--- src/rtl/mmio_responder_if.sv ---
// mmio_responder_if: CPU data-memory bus between the CPU (master) and the
// peripheral responder (slave).
//   address [9:0]  word address from the CPU
//   data    [31:0] write data
//   rden           read strobe
//   wren           write strobe
//   q       [31:0] registered read data from the responder
//   sel_q          q is valid and owned by the responder this cycle
interface mmio_responder_if;
    logic [9:0]  address;
    logic [31:0] data;
    logic        rden;
    logic        wren;
    logic [31:0] q;
    logic        sel_q;

    modport master (output address, data, rden, wren, input q, sel_q);
    modport slave  (input address, data, rden, wren, output q, sel_q);
endinterface

--- src/rtl/mmio_responder.sv ---
// mmio_responder: memory-mapped peripheral responder occupying a 16-word
// window of the CPU data space. Provides control/status, a prescaled
// countdown timer with level interrupt, an LED register, a synchronized
// switch input and (optionally) a byte transmit FIFO.
//
// Ports:
//   clock     system clock
//   reset     asynchronous active-low reset
//   bus       mmio_responder_if.slave (address, data, rden, wren, q, sel_q)
//   irq       timer interrupt, level, registered
//   led[9:0]  LED register
//   sw[9:0]   raw asynchronous switches
//   tx_data   FIFO head byte
//   tx_valid  FIFO not empty
//   tx_ready  consumer accepts the head
//
// Build option: define MMIO_TX_FIFO_EN to build the TX FIFO. Without it
// tx_valid/tx_data are tied low, TXDATA writes are ignored and STATUS
// reports an empty FIFO.
module mmio_responder #(
    parameter logic [9:0]  BASE_ADDR  = 10'h3F0,
    parameter int unsigned PRESCALE   = 50,
    parameter int unsigned FIFO_DEPTH = 8
) (
    input  logic              clock,
    input  logic              reset,
    mmio_responder_if.slave   bus,
    output logic              irq,
    output logic [9:0]        led,
    input  logic [9:0]        sw,
    output logic [7:0]        tx_data,
    output logic              tx_valid,
    input  logic              tx_ready
);

    localparam int unsigned PW = (PRESCALE > 1) ? $clog2(PRESCALE) : 1;
    localparam int unsigned CW = $clog2(FIFO_DEPTH) + 1;
    localparam logic [PW-1:0] PRESC_MAX = PW'(PRESCALE - 1);

    localparam logic [3:0] OFF_CTRL   = 4'h0;
    localparam logic [3:0] OFF_STATUS = 4'h1;
    localparam logic [3:0] OFF_LOAD   = 4'h2;
    localparam logic [3:0] OFF_COUNT  = 4'h3;
    localparam logic [3:0] OFF_TXDATA = 4'h4;
    localparam logic [3:0] OFF_LED    = 4'h5;
    localparam logic [3:0] OFF_SW     = 4'h6;

    // Bus decode
    logic       hit_s, rd_s, wr_s;
    logic [3:0] off_s;
    logic       wr_ctrl_s, wr_status_s, wr_load_s, wr_txdata_s, wr_led_s;

    assign hit_s       = (bus.address[9:4] == BASE_ADDR[9:4]);
    assign off_s       = bus.address[3:0];
    assign rd_s        = hit_s & bus.rden;
    assign wr_s        = hit_s & bus.wren;
    assign wr_ctrl_s   = wr_s & (off_s == OFF_CTRL);
    assign wr_status_s = wr_s & (off_s == OFF_STATUS);
    assign wr_load_s   = wr_s & (off_s == OFF_LOAD);
    assign wr_txdata_s = wr_s & (off_s == OFF_TXDATA);
    assign wr_led_s    = wr_s & (off_s == OFF_LED);

    // Architectural state
    logic          ten_r, arl_r, ien_r, exp_r, ovf_r, irq_r;
    logic [31:0]   load_r, count_r, q_r;
    logic [PW-1:0] presc_r;
    logic [9:0]    led_r, sw_meta_r, sw_sync_r;
    logic          sel_q_r;

    // Next-state values
    logic          ten_n_s, arl_n_s, ien_n_s, exp_set_s, tick_s;
    logic [31:0]   count_n_s;
    logic [PW-1:0] presc_n_s;
    logic [31:0]   rdata_s;

    // FIFO status seen by the rest of the block
    logic [CW-1:0] fifo_cnt_s;
    logic          fifo_full_s, fifo_empty_s, ovf_set_s;

    assign tick_s = ten_r & (presc_r == PRESC_MAX);

    // Timer / control next-state; software CTRL and LOAD writes override hardware updates
    always_comb begin
        ten_n_s   = ten_r;
        arl_n_s   = arl_r;
        ien_n_s   = ien_r;
        count_n_s = count_r;
        presc_n_s = presc_r;
        exp_set_s = 1'b0;

        if (ten_r) begin
            if (presc_r == PRESC_MAX) begin
                presc_n_s = {PW{1'b0}};
            end else begin
                presc_n_s = presc_r + PW'(1'b1);
            end
        end else begin
            presc_n_s = {PW{1'b0}};
        end

        if (tick_s) begin
            if (count_r != 32'd0) begin
                count_n_s = count_r - 32'd1;
            end else begin
                exp_set_s = 1'b1;
                if (arl_r) begin
                    count_n_s = load_r;
                end else begin
                    ten_n_s   = 1'b0;
                    count_n_s = 32'd0;
                end
            end
        end else begin
            count_n_s = count_r;
        end

        if (wr_ctrl_s) begin
            ten_n_s = bus.data[0];
            arl_n_s = bus.data[1];
            ien_n_s = bus.data[2];
        end else begin
            ien_n_s = ien_r;
        end

        if (wr_load_s) begin
            count_n_s = bus.data;
            presc_n_s = {PW{1'b0}};
        end else begin
            presc_n_s = presc_n_s;
        end
    end

    // Read data mux (values before any same-cycle write)
    always_comb begin
        rdata_s = 32'd0;
        case (off_s)
            OFF_CTRL:   rdata_s = {29'd0, ien_r, arl_r, ten_r};
            OFF_STATUS: rdata_s = {19'd0, 5'(fifo_cnt_s), 4'd0,
                                   ovf_r, fifo_empty_s, fifo_full_s, exp_r};
            OFF_LOAD:   rdata_s = load_r;
            OFF_COUNT:  rdata_s = count_r;
            OFF_LED:    rdata_s = {22'd0, led_r};
            OFF_SW:     rdata_s = {22'd0, sw_sync_r};
            default:    rdata_s = 32'd0;
        endcase
    end

    // Control, timer, sticky status, LED and read-return registers
    always_ff @(posedge clock or negedge reset) begin
        if (!reset) begin
            ten_r   <= 1'b0;
            arl_r   <= 1'b0;
            ien_r   <= 1'b0;
            load_r  <= 32'd0;
            count_r <= 32'd0;
            presc_r <= {PW{1'b0}};
            exp_r   <= 1'b0;
            ovf_r   <= 1'b0;
            irq_r   <= 1'b0;
            led_r   <= 10'd0;
            q_r     <= 32'd0;
            sel_q_r <= 1'b0;
        end else begin
            ten_r   <= ten_n_s;
            arl_r   <= arl_n_s;
            ien_r   <= ien_n_s;
            count_r <= count_n_s;
            presc_r <= presc_n_s;
            if (wr_load_s) begin
                load_r <= bus.data;
            end else begin
                load_r <= load_r;
            end
            // Hardware set has priority over write-1-clear
            exp_r   <= (exp_r & ~(wr_status_s & bus.data[0])) | exp_set_s;
            ovf_r   <= (ovf_r & ~(wr_status_s & bus.data[3])) | ovf_set_s;
            irq_r   <= exp_r & ien_r;
            if (wr_led_s) begin
                led_r <= bus.data[9:0];
            end else begin
                led_r <= led_r;
            end
            sel_q_r <= rd_s;
            // A simultaneous write turns the read into a zero-data acknowledge
            q_r     <= (rd_s & ~bus.wren) ? rdata_s : 32'd0;
        end
    end

    // Two-flop synchronizer for the asynchronous switches
    always_ff @(posedge clock or negedge reset) begin
        if (!reset) begin
            sw_meta_r <= 10'd0;
            sw_sync_r <= 10'd0;
        end else begin
            sw_meta_r <= sw;
            sw_sync_r <= sw_meta_r;
        end
    end

`ifdef MMIO_TX_FIFO_EN
    localparam int unsigned AW = $clog2(FIFO_DEPTH);
    localparam logic [CW-1:0] FULL_CNT = CW'(FIFO_DEPTH);

    logic [7:0]    mem_r [FIFO_DEPTH];
    logic [AW-1:0] wr_ptr_r, rd_ptr_r, rd_ptr_n_s;
    logic [CW-1:0] cnt_r, cnt_n_s;
    logic          push_s, pop_s, tx_valid_r;
    logic [7:0]    tx_data_r, head_n_s;

    assign fifo_cnt_s   = cnt_r;
    assign fifo_full_s  = (cnt_r == FULL_CNT);
    assign fifo_empty_s = (cnt_r == {CW{1'b0}});
    assign pop_s        = ~fifo_empty_s & tx_ready;
    // A full FIFO still accepts a push when the head leaves in the same cycle
    assign push_s       = wr_txdata_s & (~fifo_full_s | pop_s);
    assign ovf_set_s    = wr_txdata_s & fifo_full_s & ~pop_s;
    assign rd_ptr_n_s   = pop_s ? (rd_ptr_r + AW'(1'b1)) : rd_ptr_r;
    assign cnt_n_s      = cnt_r + CW'(push_s) - CW'(pop_s);

    // Next head byte, bypassing the array when the new head is the byte being pushed
    always_comb begin
        head_n_s = mem_r[rd_ptr_n_s];
        if (push_s && (wr_ptr_r == rd_ptr_n_s)) begin
            head_n_s = bus.data[7:0];
        end else begin
            head_n_s = mem_r[rd_ptr_n_s];
        end
    end

    // FIFO storage, pointers, occupancy and registered head outputs
    always_ff @(posedge clock or negedge reset) begin
        if (!reset) begin
            for (int i = 0; i < int'(FIFO_DEPTH); i++) begin
                mem_r[i] <= 8'd0;
            end
            wr_ptr_r   <= {AW{1'b0}};
            rd_ptr_r   <= {AW{1'b0}};
            cnt_r      <= {CW{1'b0}};
            tx_valid_r <= 1'b0;
            tx_data_r  <= 8'd0;
        end else begin
            if (push_s) begin
                mem_r[wr_ptr_r] <= bus.data[7:0];
                wr_ptr_r        <= wr_ptr_r + AW'(1'b1);
            end else begin
                wr_ptr_r <= wr_ptr_r;
            end
            rd_ptr_r   <= rd_ptr_n_s;
            cnt_r      <= cnt_n_s;
            tx_valid_r <= (cnt_n_s != {CW{1'b0}});
            tx_data_r  <= (cnt_n_s != {CW{1'b0}}) ? head_n_s : 8'd0;
        end
    end

    assign tx_valid = tx_valid_r;
    assign tx_data  = tx_data_r;
`else
    logic unused_fifo_s;

    assign fifo_cnt_s    = {CW{1'b0}};
    assign fifo_full_s   = 1'b0;
    assign fifo_empty_s  = 1'b1;
    assign ovf_set_s     = 1'b0;
    assign unused_fifo_s = tx_ready & wr_txdata_s;
    assign tx_valid      = 1'b0;
    assign tx_data       = 8'd0;
`endif

    assign bus.q     = q_r;
    assign bus.sel_q = sel_q_r;
    assign irq       = irq_r;
    assign led       = led_r;

endmodule

--- src/flat_wrapper.sv ---
// flat-port wrapper written by rule: the top's interface ports become plain ports
module mmio_responder_flat 
#(
    parameter logic [9:0]  BASE_ADDR  = 10'h3F0,
    parameter int unsigned PRESCALE   = 50,
    parameter int unsigned FIFO_DEPTH = 8
)
  (clock, reset, irq, led, sw, tx_data, tx_valid, tx_ready, bus_address, bus_data, bus_rden, bus_wren, bus_q, bus_sel_q);
  mmio_responder_if bus_i ();
  input  logic clock;
  input  logic reset;
  output logic irq;
  output logic [9:0] led;
  input  logic [9:0] sw;
  output logic [7:0] tx_data;
  output logic tx_valid;
  input  logic tx_ready;
  input wire logic [$bits(bus_i.address)-1:0] bus_address;
  input wire logic [$bits(bus_i.data)-1:0] bus_data;
  input wire logic [$bits(bus_i.rden)-1:0] bus_rden;
  input wire logic [$bits(bus_i.wren)-1:0] bus_wren;
  output wire logic [$bits(bus_i.q)-1:0] bus_q;
  output wire logic [$bits(bus_i.sel_q)-1:0] bus_sel_q;
  assign bus_i.address = bus_address;
  assign bus_i.data = bus_data;
  assign bus_i.rden = bus_rden;
  assign bus_i.wren = bus_wren;
  assign bus_q = bus_i.q;
  assign bus_sel_q = bus_i.sel_q;
  mmio_responder #(.BASE_ADDR(BASE_ADDR), .PRESCALE(PRESCALE), .FIFO_DEPTH(FIFO_DEPTH)) u_core (.clock(clock), .reset(reset), .bus(bus_i), .irq(irq), .led(led), .sw(sw), .tx_data(tx_data), .tx_valid(tx_valid), .tx_ready(tx_ready));
endmodule
--- config.mk ---
export PLATFORM = sky130hd
export DESIGN_NAME = mmio_responder_flat
export DESIGN_NICKNAME = d
export VERILOG_FILES = /design/src/rtl/mmio_responder_if.sv /design/src/rtl/mmio_responder.sv /design/src/flat_wrapper.sv
export SDC_FILE = /design/constraint.sdc
export NUM_CORES = 1
export LEC_CHECK = 0
export BUFFER_PORTS_ARGS = -buffer_cell sky130_fd_sc_hd__buf_2
export CAP_MARGIN = 25
export CORE_MARGIN = 4
export CORE_UTILIZATION = 56
export CTS_CLUSTER_DIAMETER = 50
export CTS_CLUSTER_SIZE = 20
export DETAILED_ROUTE_END_ITERATION = 10
export GPL_TIMING_DRIVEN = 0
export PLACE_DENSITY = 0.9
export REMOVE_ABC_BUFFERS = 1
export SYNTH_ARGS = -nofsm -noshare
export SYNTH_HDL_FRONTEND = slang
export SYNTH_SLANG_ARGS = --single-unit
export TNS_END_PERCENT = 10
--- constraint.sdc ---
create_clock -name clock -period 3.1 [get_ports clock]
set_clock_uncertainty 0.15 [all_clocks]
set_input_delay 0.31 -clock clock [delete_from_list [all_inputs] [get_ports clock]]
set_output_delay 0.31 -clock clock [all_outputs]
set_load 0.02 [all_outputs]
**Word-level counts from Yosys, hierarchy flattened**

Cells that the tools add are included.

- Output and inout bits: 53
- Bits of input ports: 57
- Register bits: 139
- Word-level logic and storage cells: 62

- Add/sub/neg operators: 2
- Mux-type cells: 15
- Eq/ne operators: 9
- Bitwise gates (word level): 17
- Reduce and logical (&&, ||, !) cells: 5

Operators with widths:

| cell | count |
|---|---|
| $pmux 32 s6 | 1 |
| $mux 32 | 5 |
| $reduce_bool 32->1 | 1 |
| $sub 32x1->32 const B | 1 |
| $mux 6 | 3 |
| $and 1x1->1 | 13 |
| $eq 6x6->1 const B | 2 |
| $eq 4x2->1 const B | 2 |
| $eq 4x3->1 const B | 2 |
| $add 6x1->6 const B | 1 |
| $mux 1 | 6 |
| $eq 4x1->1 const B | 1 |
| $logic_not 4->1 | 1 |
| $ne 2x1->1 const B | 2 |
| $reduce_bool 2->1 | 2 |
| $not 1->1 | 3 |
| $reduce_and 3->1 | 1 |
| $or 1x1->1 | 1 |

**Depth between registers and ports, before layout**

- Word-level depth: 7
- Mapped depth: 9
- Gate-level depth less buffers: 8

**Worst setup path after synthesis**

Ideal clock, no wire load.

- Kind: reg2reg
- From: register u_core.count_r[24]
- To: register u_core.count_r[29]
- Setup time: 0.122 ns
- Slack: 0.536 ns
- Path buffers: 2
- Data arrival time: 2.293 ns
- Stages on the path, launching flop included: 9
- Period minus slack after synthesis: 2.564 ns
- Data required time: 2.828 ns
- Cell sequence: dfrtp_1 > buf_6 > or3_1 > or2_1 > buf_2 > or4_4 > and4_1 > a221o_1 > a32o_1

- Longest elaborated chain between the ends: 4
- Elaborated cells between the ends (all ways): 5
- Those cells by class: 1 x add/sub; 3 x mux; 1 x reduce/logical

RTL lines:

| what | RTL line | RTL |
|---|---|---|
| from (decl) | mmio_responder.sv:65 | `logic [31:0] load_r, count_r, q_r;` |
| from (signal assigned) | mmio_responder.sv:167 | `count_r <= count_n_s;` |
| $sub 32x1->32 or $reduce_bool 32->1 (tied branches) | mmio_responder.sv:103, mmio_responder.sv:102 |  |
| $mux 32 (*) | mmio_responder.sv:102 | `if (count_r != 32'd0) begin` |
| $mux 32 (*) | mmio_responder.sv:101 | `if (tick_s) begin` |
| $mux 32 (*) | mmio_responder.sv:125 | `if (wr_load_s) begin` |

Mark *: on every way between the ends. The rest lies on a longest branch, timed or not. The select of a mux whose other input is x is not followed.
A chain may end at the register's enable or synchronous reset.

**Final worst setup path**

- From: register u_core.count_r[28]
- To: register u_core.count_r[11]

- Longest elaborated chain between the ends: 4

RTL lines:

| what | RTL line |
|---|---|
| $reduce_bool 32->1 | mmio_responder.sv:102 |
| $mux 32 | mmio_responder.sv:102 |
| $mux 32 | mmio_responder.sv:101 |
| $mux 32 | mmio_responder.sv:125 |

Every way passes these cells. The select of a mux whose other input is x is not followed.

==> results.md <==
* Post-Place Cells at roughly 890
* Critical Path Source Type: flip-flop
* Final std cells w/o fill at around 970
* Vias at 6,306
* WHS Path Cells at 3
* Gr usage total at ~32%
* Largest area contributor in the netlist: dfrtp_1
* Buffer depth of the longest clock path at 2
* Worst-margin pin slew at a little under 1 ns
* Max-cap check violation count at 0
* Nets at slightly below 900
* Syn Inst Count at ~680
* Most common cell on crit path: nor3_1
* F_max at roughly 0.35 GHz
* CTS sink cnt at approximately 140
* Setup violations, final at 0
* Antenna violations before repair at 0
* Core Rows at 39
* Crit path depth at 7
* Leak at between 3 and 4 nW
* Routed len/inst at ~22 µm
* Slew HR at roughly a third
* Netlist cell types at 64
* Sequential power share at between 40 and 50%
* Total wire length at between 20,000 and 25,000 µm
* Hpwl dp at around 13,000 µm
* Multi-input combinational cell area at 2940 µm²
* Fill cell count at around 760
* Pins Over Slew Limit at 0
* Critical path required time at approximately 3.3 ns
* # diodes at 0
* Initial drt markers at slightly below 800
* Critical path peak fanout at 18
* Switch share at 25.6%
* Clock network power share at 46.0%
* Power Internal at roughly 3.4 mW
* Root Buffer: clkbuf_16
* Worst path arrival time at slightly above 3 ns
* Initial Util at a little under three fifths
* Remaining DRCs at 0
* Overflow after GRT at 0
* Hold WC Path Type: input port to flip-flop
* Number of synthesized flops with an enable pin at 0
* Synth warn at 0
* Gate power share at under 10%
* Setup crit end kind: flip-flop
* Via density at approximately 6.5
* Chip Height at approximately 120 µm
* Synthesized cell area at roughly 6600 µm²
* Synth Flop Type: dfrtp_1
* CP max stage cell: nor4_4
* Register area share after synthesis at between 50% and 60%
* CP bufs+invs at 1
* Vias in the first global route at ~6,400
* CTS buffer count at 17
* CTS tree: yes
* WHS at between 0.015 and 0.02 ns
* Post-Syn Area per Cell at approximately 9.6 µm²
* Tmin final at 2.89 ns
* H-Tree Level Count at 4
* RSZ-0062 raised after global routing: false
* Register area at about 3500 µm²
* Final Hold Fails at 0
* Global-route wire length before repair at 33,400 µm
* Final Wtd Congestion at a little under 1
* Largest net degree at the start of global routing at 87
* R2r worst-path depth at 7
* Core Box Area at around 11,000 µm²
* Area contributors post-synth: dfrtp_1, nand2_1, a22oi_1
* Critical path type: flip-flop to flip-flop
* Yosys reg bits at ~140
* Layout cells sized above 1 at 21.3%
* Top delay family on crit path: simple AND/OR/NAND/NOR gates
* Area Overhead vs Synth at 27.6%
* Worst vdd ir at 0.504 mV
* Total Die Area at between 10,000 and 15,000 µm²
* Post-route clock period utilization at 93.3%
* Cells along the critical path: nor3_1 -> nand3_1 -> nor4_4 -> buf_8 -> nor3_1 -> a311oi_1 -> o21ai_0
* Yosys top cell area share at roughly 53%
* Net Sw Power at 1.15 mW
* Slowest stage delay, CP at 0.66 ns
* # IOs at 110
* Chip width at approximately 120 µm
* Clock Pin Slew Worst Setup and Hold Paths at 0.06 ns
* Status: finished clean
* DRT Pass-1 Iters at 6
* Insertion delay to the later sink of the worst-skew pair at 0.43 ns
* Pwr dens at between 500 and 600 nW/µm²
* Port-buffer cells at 99
* Post-route ant nets at 0
* FFs w/ async S/R, synth at 100%
==> cell usage after synthesis (6+ instances only) <==
cell,n
dfrtp_1,139
nand2_1,129
nor2_1,67
a22oi_1,42
clkbuf_1,35
o21ai_0,29
nand3_1,21
nor3_1,21
a21oi_1,17
a31oi_1,14
and3_1,12
mux2_2,12
o211ai_1,10
buf_4,9
nand4_1,9
or3_1,7
nor4_1,6
xnor2_1,6
==> state kept, by name, summed over array words and instances, names as in the netlist, 6 cells and up <==
register          count
u_core.led           10
u_core.count_r       32
u_core.sw_sync_r     10
u_core.bus.q         32
u_core.load_r        32
u_core.presc_r        6
u_core.sw_meta_r     10
==> kinds of logic (layout without fill, tap and decap cells) <==
logic type	count (synthesis)	after routing	share of synthesized area, %
and+or+nand+nor	306	306	22.3
AOI/OAI and AO/OA	156	156	16.6
DFF	139	139	53.0
buffers and inverters	56	193	3.93
muxes	12	12	2.06
xor gates and xnor gates	9	9	1.20
adders and majority gates	4	4	0.763
other	1	9	0.0572
==> routing by layer <==
| metal | GRT usage, % | vias up | share of wire (%) |
|---|---|---|---|
| li1 | - | 2726 | - |
| met1 | 40.8 | 3085 | 39 |
| met2 | 53.7 | 419 | 49 |
| met3 | 6.42 | 76 | 8.5 |
| met4 | 14.6 | 0 | 3.0 |
| met5 | 0 | - | 0 |
==> cell type report <==
cell class	instances	area share, %
inverters	5	0.224
multi-input cells	496	35.1
well taps	143	2.14
clock inverters	13	1.99
clock buffers	19	5.17
flip-flops and latches	139	41.6
repair buffers	156	13.8
==> worst min-delay path: cells and delay by family <==
kind / cells / cell delay [ns]
buffers and inverters: 1 / 0.11
AND/OR/NAND/NOR: 2 / 0.14
==> placed cells by master, fill, tap and decap left out, drive strengths merged, types with 4 or more instances in the layout <==
cell / n
a21oi: 17
o21ai: 29
or3: 7
and4: 5
clkbuf: 19
xnor2: 6
inv: 7
a31oi: 14
a22oi: 42
o311ai: 5
nand3: 21
buf: 114
ha: 4
nor4: 9
nand2: 129
conb: 9
nor4b: 4
nor2: 67
and3: 12
mux2: 12
nor3: 24
dfrtp: 139
nand4: 9
clkinv: 5
nor3b: 5
dlygate4sd3: 42
o211ai: 10
==> final timing paths <==
check | endpoint | slack, ns | from
worst min register to register | u_core.sw_sync_r[6]$_DFF_PN0_ | 0.20 | u_core.sw_meta_r[6]$_DFF_PN0_
min in group asynchronous | u_core.bus.q[20]$_DFF_PN0_ | 0.26 | reset
worst min-delay path | u_core.load_r[5]$_DFFE_PN0P_ | 0.02 | bus_data[5]
max in group asynchronous | u_core.load_r[6]$_DFFE_PN0P_ | 1.75 | reset
worst max register to register | u_core.count_r[11]$_DFFE_PN0P_ | 0.21 | u_core.count_r[28]$_DFFE_PN0P_
worst max-delay path | u_core.count_r[11]$_DFFE_PN0P_ | 0.21 | u_core.count_r[28]$_DFFE_PN0P_
==> metrics by stage <==
stage | area (µm²) | setup TNS, ns | utilization, % | worst slack (ns) | power (mW)
floorplan | 6350 | -70.87 | - | -1.67 | 2.21
global placement | 7020 | -321.78 | 61.5 | -5.18 | 2.35
detailed placement | 7290 | -4.43 | 63.9 | -0.668 | 2.40
CTS | 8320 | 0 | 72.9 | 0.00128 | 4.50
global route | 8370 | 0 | 73.3 | 0.0329 | 4.65
finish | 8370 | 0 | 73.3 | 0.209 | 4.51
==> power by group through the flow <==
stage	clock, mW	combinational (mW)	sequential (mW)
2_1_floorplan	0	0.220	1.99
3_3_place_gp	0	0.343	2.00
3_5_place_dp	0	0.385	2.01
4_1_cts	2.08	0.434	1.98
5_1_grt	2.18	0.481	2.00
6_report	2.07	0.443	1.99
==> timing repair <==
action                     CTS  global route
hold endpoints to repair   104             0
setup endpoints to repair    5            24
pin swaps                    1             2
hold buffers                42             0
resized for setup            2             5
buffers inserted             0             3
Power figures use the tool's default switching activity.
